`src/rtl/audio_pkg.sv`:
```
// Shared audio-path definitions: sample/frame geometry and DAC link FSM states.
package audio_pkg;

    localparam int SYS_CLK_HZ  = 12_000_000;
    localparam int SAMPLE_W    = 10;
    localparam int DAC_FRAME_W = 16;
    localparam int DAC_PAD_HI  = 4;
    localparam int DAC_PAD_LO  = 2;

    localparam logic [SAMPLE_W-1:0] MIDSCALE = 10'h1FF;

    typedef enum logic [1:0] {
        ST_IDLE,
        ST_SETUP,
        ST_SHIFT,
        ST_HOLD
    } dac_state_e;

    function automatic logic [DAC_FRAME_W-1:0] dac_frame(
        input logic [SAMPLE_W-1:0] s
    );
        return {{DAC_PAD_HI{1'b0}}, s, {DAC_PAD_LO{1'b0}}};
    endfunction

endpackage

```
`src/rtl/tone_dac_spi_tick_gen.sv`:
```
// Modulo-DIV free-running counter; tick is high on the cycle it wraps to 0.
module tick_gen #(
    parameter int unsigned DIV = 250
) (
    input  logic clk,
    input  logic rst_n,
    output logic tick
);

    localparam int unsigned CW = (DIV > 1) ? $clog2(DIV) : 1;
    localparam logic [CW-1:0] LAST = CW'(DIV - 1);

    logic [CW-1:0] cnt_q;
    logic [CW-1:0] cnt_d;

    always_comb begin
        tick  = (cnt_q == LAST);
        cnt_d = tick ? '0 : cnt_q + 1'b1;
    end

    always_ff @(posedge clk or negedge rst_n) begin
        if (!rst_n) begin
            cnt_q <= '0;
        end else begin
            cnt_q <= cnt_d;
        end
    end

endmodule

```
`src/rtl/tone_dac_spi.sv`:
```
// Serialises 10-bit tone samples into 16-bit frames for an external SPI DAC.
module tone_dac_spi
    import audio_pkg::*;
#(
    parameter int unsigned         CLK_DIV    = 2,
    parameter int unsigned         SAMPLE_DIV = 250,
    parameter logic [SAMPLE_W-1:0] MUTE_CODE  = MIDSCALE
) (
    input  logic                clk,
    input  logic                rst_n,
    input  logic [SAMPLE_W-1:0] sample_in,
    input  logic                mute,
    output logic                dac_cs_n,
    output logic                dac_sclk,
    output logic                dac_din,
    output logic                busy,
    output logic                frame_done,
    output logic                overrun
);

    localparam int unsigned HC_W = $clog2(2 * CLK_DIV);
    localparam logic [HC_W-1:0] HALF_LAST = HC_W'(CLK_DIV - 1);
    localparam logic [HC_W-1:0] HOLD_LAST = HC_W'(2 * CLK_DIV - 1);
    localparam logic [4:0]      LAST_BIT  = 5'(DAC_FRAME_W);

    logic tick;

    dac_state_e             state_q, state_d;
    logic [HC_W-1:0]        hc_q, hc_d;
    logic [4:0]             bc_q, bc_d;
    logic [DAC_FRAME_W-1:0] shreg_q, shreg_d;
    logic                   cs_n_q, cs_n_d;
    logic                   sclk_q, sclk_d;
    logic                   ovr_q, ovr_d;

    tick_gen #(
        .DIV (SAMPLE_DIV)
    ) u_tick (
        .clk   (clk),
        .rst_n (rst_n),
        .tick  (tick)
    );

    // din is the shift register MSB; the 2 trailing pad zeros leave it 0 after the frame
    always_comb begin
        state_d = state_q;
        hc_d    = hc_q;
        bc_d    = bc_q;
        shreg_d = shreg_q;
        cs_n_d  = cs_n_q;
        sclk_d  = sclk_q;
        ovr_d   = ovr_q;

        if (tick && (state_q != ST_IDLE)) begin
            ovr_d = 1'b1;
        end

        unique case (state_q)
            ST_IDLE: begin
                if (tick) begin
                    shreg_d = dac_frame(mute ? MUTE_CODE : sample_in);
                    cs_n_d  = 1'b0;
                    sclk_d  = 1'b0;
                    hc_d    = '0;
                    bc_d    = '0;
                    state_d = ST_SETUP;
                end
            end
            ST_SETUP: begin
                if (hc_q == HALF_LAST) begin
                    hc_d    = '0;
                    state_d = ST_SHIFT;
                end else begin
                    hc_d = hc_q + 1'b1;
                end
            end
            ST_SHIFT: begin
                if (hc_q == HALF_LAST) begin
                    hc_d    = '0;
                    sclk_d  = ~sclk_q;
                    if (!sclk_q) begin
                        bc_d = bc_q + 1'b1;
                    end else begin
                        shreg_d = shreg_q << 1;
                        if (bc_q == LAST_BIT) begin
                            cs_n_d  = 1'b1;
                            state_d = ST_HOLD;
                        end
                    end
                end else begin
                    hc_d = hc_q + 1'b1;
                end
            end
            ST_HOLD: begin
                if (hc_q == HOLD_LAST) begin
                    hc_d    = '0;
                    state_d = ST_IDLE;
                end else begin
                    hc_d = hc_q + 1'b1;
                end
            end
            default: begin
                state_d = ST_IDLE;
            end
        endcase
    end

    always_ff @(posedge clk or negedge rst_n) begin
        if (!rst_n) begin
            state_q <= ST_IDLE;
            hc_q    <= '0;
            bc_q    <= '0;
            shreg_q <= '0;
            cs_n_q  <= 1'b1;
            sclk_q  <= 1'b0;
            ovr_q   <= 1'b0;
        end else begin
            state_q <= state_d;
            hc_q    <= hc_d;
            bc_q    <= bc_d;
            shreg_q <= shreg_d;
            cs_n_q  <= cs_n_d;
            sclk_q  <= sclk_d;
            ovr_q   <= ovr_d;
        end
    end

    assign dac_cs_n   = cs_n_q;
    assign dac_sclk   = sclk_q;
    assign dac_din    = shreg_q[DAC_FRAME_W-1];
    assign busy       = (state_q != ST_IDLE);
    assign frame_done = (state_q == ST_HOLD) && (hc_q == HOLD_LAST);
    assign overrun    = ovr_q;

endmodule

```
`config.mk`:
```
export PLATFORM = sky130hd
export DESIGN_NAME = tone_dac_spi
export DESIGN_NICKNAME = d
export VERILOG_FILES = /design/src/rtl/audio_pkg.sv /design/src/rtl/tone_dac_spi_tick_gen.sv /design/src/rtl/tone_dac_spi.sv
export SDC_FILE = /design/constraint.sdc
export NUM_CORES = 1
export LEC_CHECK = 0
export CORE_UTILIZATION = 56
export CTS_BUF_LIST = sky130_fd_sc_hd__clkbuf_16
export CTS_CLUSTER_DIAMETER = 40
export DETAILED_ROUTE_END_ITERATION = 12
export HOLD_SLACK_MARGIN = 0.12
export PLACE_DENSITY = 0.78
export RECOVER_POWER = 50
export SETUP_SLACK_MARGIN = 0.3
export SLEW_MARGIN = 20
export SYNTH_ARGS = -nofsm -noshare
export SYNTH_HDL_FRONTEND = slang
export SYNTH_SLANG_ARGS = --single-unit
```
`constraint.sdc`:
```
create_clock -name clk -period 2.28 [get_ports clk]
set_input_delay 0.57 -clock clk [delete_from_list [all_inputs] [get_ports clk]]
set_output_delay 0.57 -clock clk [all_outputs]
set_load 0.005 [all_outputs]
```
==> flow_summary.json <==
{
  "cts_tree": "done",
  "finish.net_count": 240,
  "vdd.ir_drop.worst_uv": 412,
  "cp_top_family": "compound AO/OA/AOI/OAI gates",
  "clkPwrFrac_pct": 49.3,
  "required_ns": 2.44,
  "p_comb_share_pct": 3.4,
  "initial_core_util_pct": 58.1,
  "synth_seq_cells": 34,
  "grt_usage_pct": 23.3,
  "htree_levels": 2,
  "skew_ns": 0.00491,
  "post-synth-top-area-fraction_pct": 42.6,
  "fin_setup_tns_ns": 0,
  "antenna_found_initial": 0,
  "dieArea_sq_um": 3700,
  "ios": 19,
  "worst_pin_slew_ns": 0.841,
  "rsz0062_at_grt": "true",
  "start_kind": "register",
  "power-per-cell-area_nw_per_um2": 548,
  "crit_arrival_ns": 2.20,
  "die_w_microns": 60.9,
  "syn_inst": 187,
  "status": "complete, no violations",
  "setup_violations": 0,
  "cts_buffers": 5,
  "antenna_left": 0,
  "synth_cell_type_count": 44,
  "swShare_pct": 20.2,
  "cp_num_buf_inv": 2,
  "clk_latency_ns": 0.28,
  "place.gp.congestion": 0.788,
  "layout_min_cycle_time_ns": 2.05,
  "layout_common_cells": "dfrtp_1 (33), nor2_1 (17), nand2_1 (15), o21ai_0 (15), clkdlybuf4s50_1 (15)",
  "crit_chain": "inv_1, ha_1, nor2b_1, a32oi_4, a21oi_4, buf_12, mux2_4",
  "drt_iter0_markers": 102,
  "core_area_sq_um": 3340,
  "critPathSlowestCell": "dfrtp_1",
  "viasPerCell": 5.65,
  "drv_slew": 0,
  "fmax_mhz": 489,
  "numPlacedInstances": 248,
  "avgRoutedWirePerCell_microns": 15.4,
  "yosys-top-cells-area": "dfrtp_1 (43%), ha_1 (7.7%), mux2_4 (5.4%), o21ai_0 (3.9%), nor2_1 (3.3%)",
  "setup.worst_path.class": "register to register",
  "first_pass_iters": 4,
  "cts_sinks": 34,
  "synth_fp_nets": 212,
  "hold_buffers": 0,
  "grt_max_degree": 35,
  "drive_gt1_share_pct": 17.6,
  "cpPeakStageDelay_ns": 0.40,
  "cp-end-kind": "register",
  "yosys.area.top_type": "dfrtp_1",
  "finalNonFillerCells": 262,
  "dp_hpwl_mm": 2.73,
  "slew_headroom_pct": 43.9,
  "netlist_area_sq_um": 1940,
  "wl_mm": 4.03,
  "n_antenna_cell": 0,
  "synth.avg_cell_area_sq_um": 10.4,
  "drc_errors": 0,
  "path_clk_slew_ns": 0.05,
  "area_growth_pct": 20.3,
  "grt_pass1_vias": 1395,
  "mostFrequentLayoutCell": "dfrtp_1",
  "portBuffers": 18,
  "static-leakage-power_nw": 1.06,
  "cts_root_buffer": "clkbuf_16",
  "drv_cap": 0,
  "cts_buffer_depth": 2,
  "layout_worst_path_cycle_share_pct": 89.8,
  "hp-class": "register to register",
  "rows": 21,
  "ys_warn_count": 0,
  "num_vias": 1479,
  "die_y_microns": 60.9,
  "hold_viol": 0,
  "seqPwrFrac_pct": 47.3,
  "p_sw_mw": 0.258,
  "p_int_mw": 1.02,
  "seq_area_frac_synth_pct": 43.9,
  "grt_pass1_wl_mm": 6.13,
  "overflow": 0,
  "path_max_fanout": 10
}
==> cells in the mapped netlist <==
master / number
and2_4: 1
a211oi_1: 2
mux2_2: 3
xor2_1: 2
clkbuf_8: 1
a22oi_1: 2
a21o_1: 3
buf_4: 2
nor3b_1: 1
nand4bb_1: 1
o21ai_0: 15
nand4_1: 1
o22ai_1: 2
and2_1: 1
nand3_1: 9
ha_1: 12
nor2b_4: 1
a21oi_1: 6
a31oi_2: 1
nor3_1: 2
nand3b_1: 1
nand2_1: 15
or3_1: 2
a32oi_4: 1
dfrtp_1: 33
mux2_4: 7
and4_4: 1
dfstp_2: 1
nand2b_1: 3
o211ai_1: 4
buf_2: 1
a21oi_4: 1
buf_12: 1
clkbuf_1: 1
o31ai_1: 2
xnor2_1: 3
mux2i_1: 1
a22o_1: 4
nor2b_1: 4
inv_1: 13
o2111a_1: 1
and3_2: 1
nor2_1: 17
or2_4: 1
==> area by class of cell <==
type | count | area [sq um]
Tap cell | 46 | 57.6
Timing Repair Buffer | 27 | 259
Inverter | 13 | 48.8
Fill cell | 253 | 1000
Sequential cell | 34 | 852
Multi-Input combinational cell | 134 | 978
Clock buffer | 5 | 125
Clock inverter | 3 | 12.5
==> stage by stage <==
step	hold slack, ns	cell area, sq um	power (mW)	worst slack, ns	util (%)
2_1_floorplan	0.274	1940	0.624	0.558	-
3_3_place_gp	0.444	2140	0.658	0.310	64.2
3_5_place_dp	0.456	2140	0.660	0.249	64.2
4_1_cts	0.471	2310	1.29	0.227	69.3
5_1_grt	0.473	2330	1.32	0.163	69.9
6_report	0.470	2330	1.28	0.233	69.9
==> worst paths after layout <==
path                                 start          end  slack, ns  cells past startpoint
max in group asynchronous            rst_n      hc_q[1]       0.82                      2
min in group asynchronous            rst_n  shreg_q[13]       0.92                      2
min                                overrun      overrun       0.47                      1
max                        u_tick.cnt_q[1]   shreg_q[8]       0.23                      7
max reg2reg                u_tick.cnt_q[1]   shreg_q[8]       0.23                      7
min reg2reg                        overrun      overrun       0.47                      1
==> sequential cells by signal (all words and copies together) (netlist names) <==
name	count
dac_cs_n	1
state_q	2
hc_q	2
u_tick.cnt_q	8
shreg_q	14
bc_q	5
overrun	1
dac_sclk	1
==> power groups by stage <==
stage / Sequential (mW) / Clock (mW) / Combinational (mW)
6_report: 0.604 / 0.630 / 0.0439
5_1_grt: 0.604 / 0.668 / 0.0497
4_1_cts: 0.604 / 0.637 / 0.0455
3_5_place_dp: 0.614 / 0 / 0.0451
3_3_place_gp: 0.614 / 0 / 0.0436
2_1_floorplan: 0.615 / 0 / 0.00948
==> cells by family (layout without fill, tap and decap cells) <==
group	Yosys count	in the layout	share of synthesized area (%)
buf+inv	19	48	5.48
compound gates	44	44	16.4
xor+xnor	5	5	2.26
fa+ha+maj	12	12	7.74
flops	34	34	43.9
mux	11	11	7.68
simple gates	62	62	16.5
==> routing by layer <==
| layer | vias up | track usage, % | share of wire, % | wire length [microns] |
|---|---|---|---|---|
| met3 | 7 | 5.12 | 3.1 | 126 |
| met4 | 0 | 14.0 | 1.5 | 62 |
| met5 | - | 0 | 0 | 0 |
| met1 | 739 | 26.7 | 42 | 1710 |
| li1 | 707 | - | - | - |
| met2 | 26 | 39.7 | 53 | 2130 |
==> timing repair <==
| item | in CTS | in global routing |
|---|---|---|
| endpoints found under the setup margin | 3 | 12 |
| cloned | 0 | 0 |
| pin swaps | 1 | 1 |
| buffers inserted | 4 | 2 |
| gates resized for setup | 6 | 1 |
(Power assumes the default switching activity.)
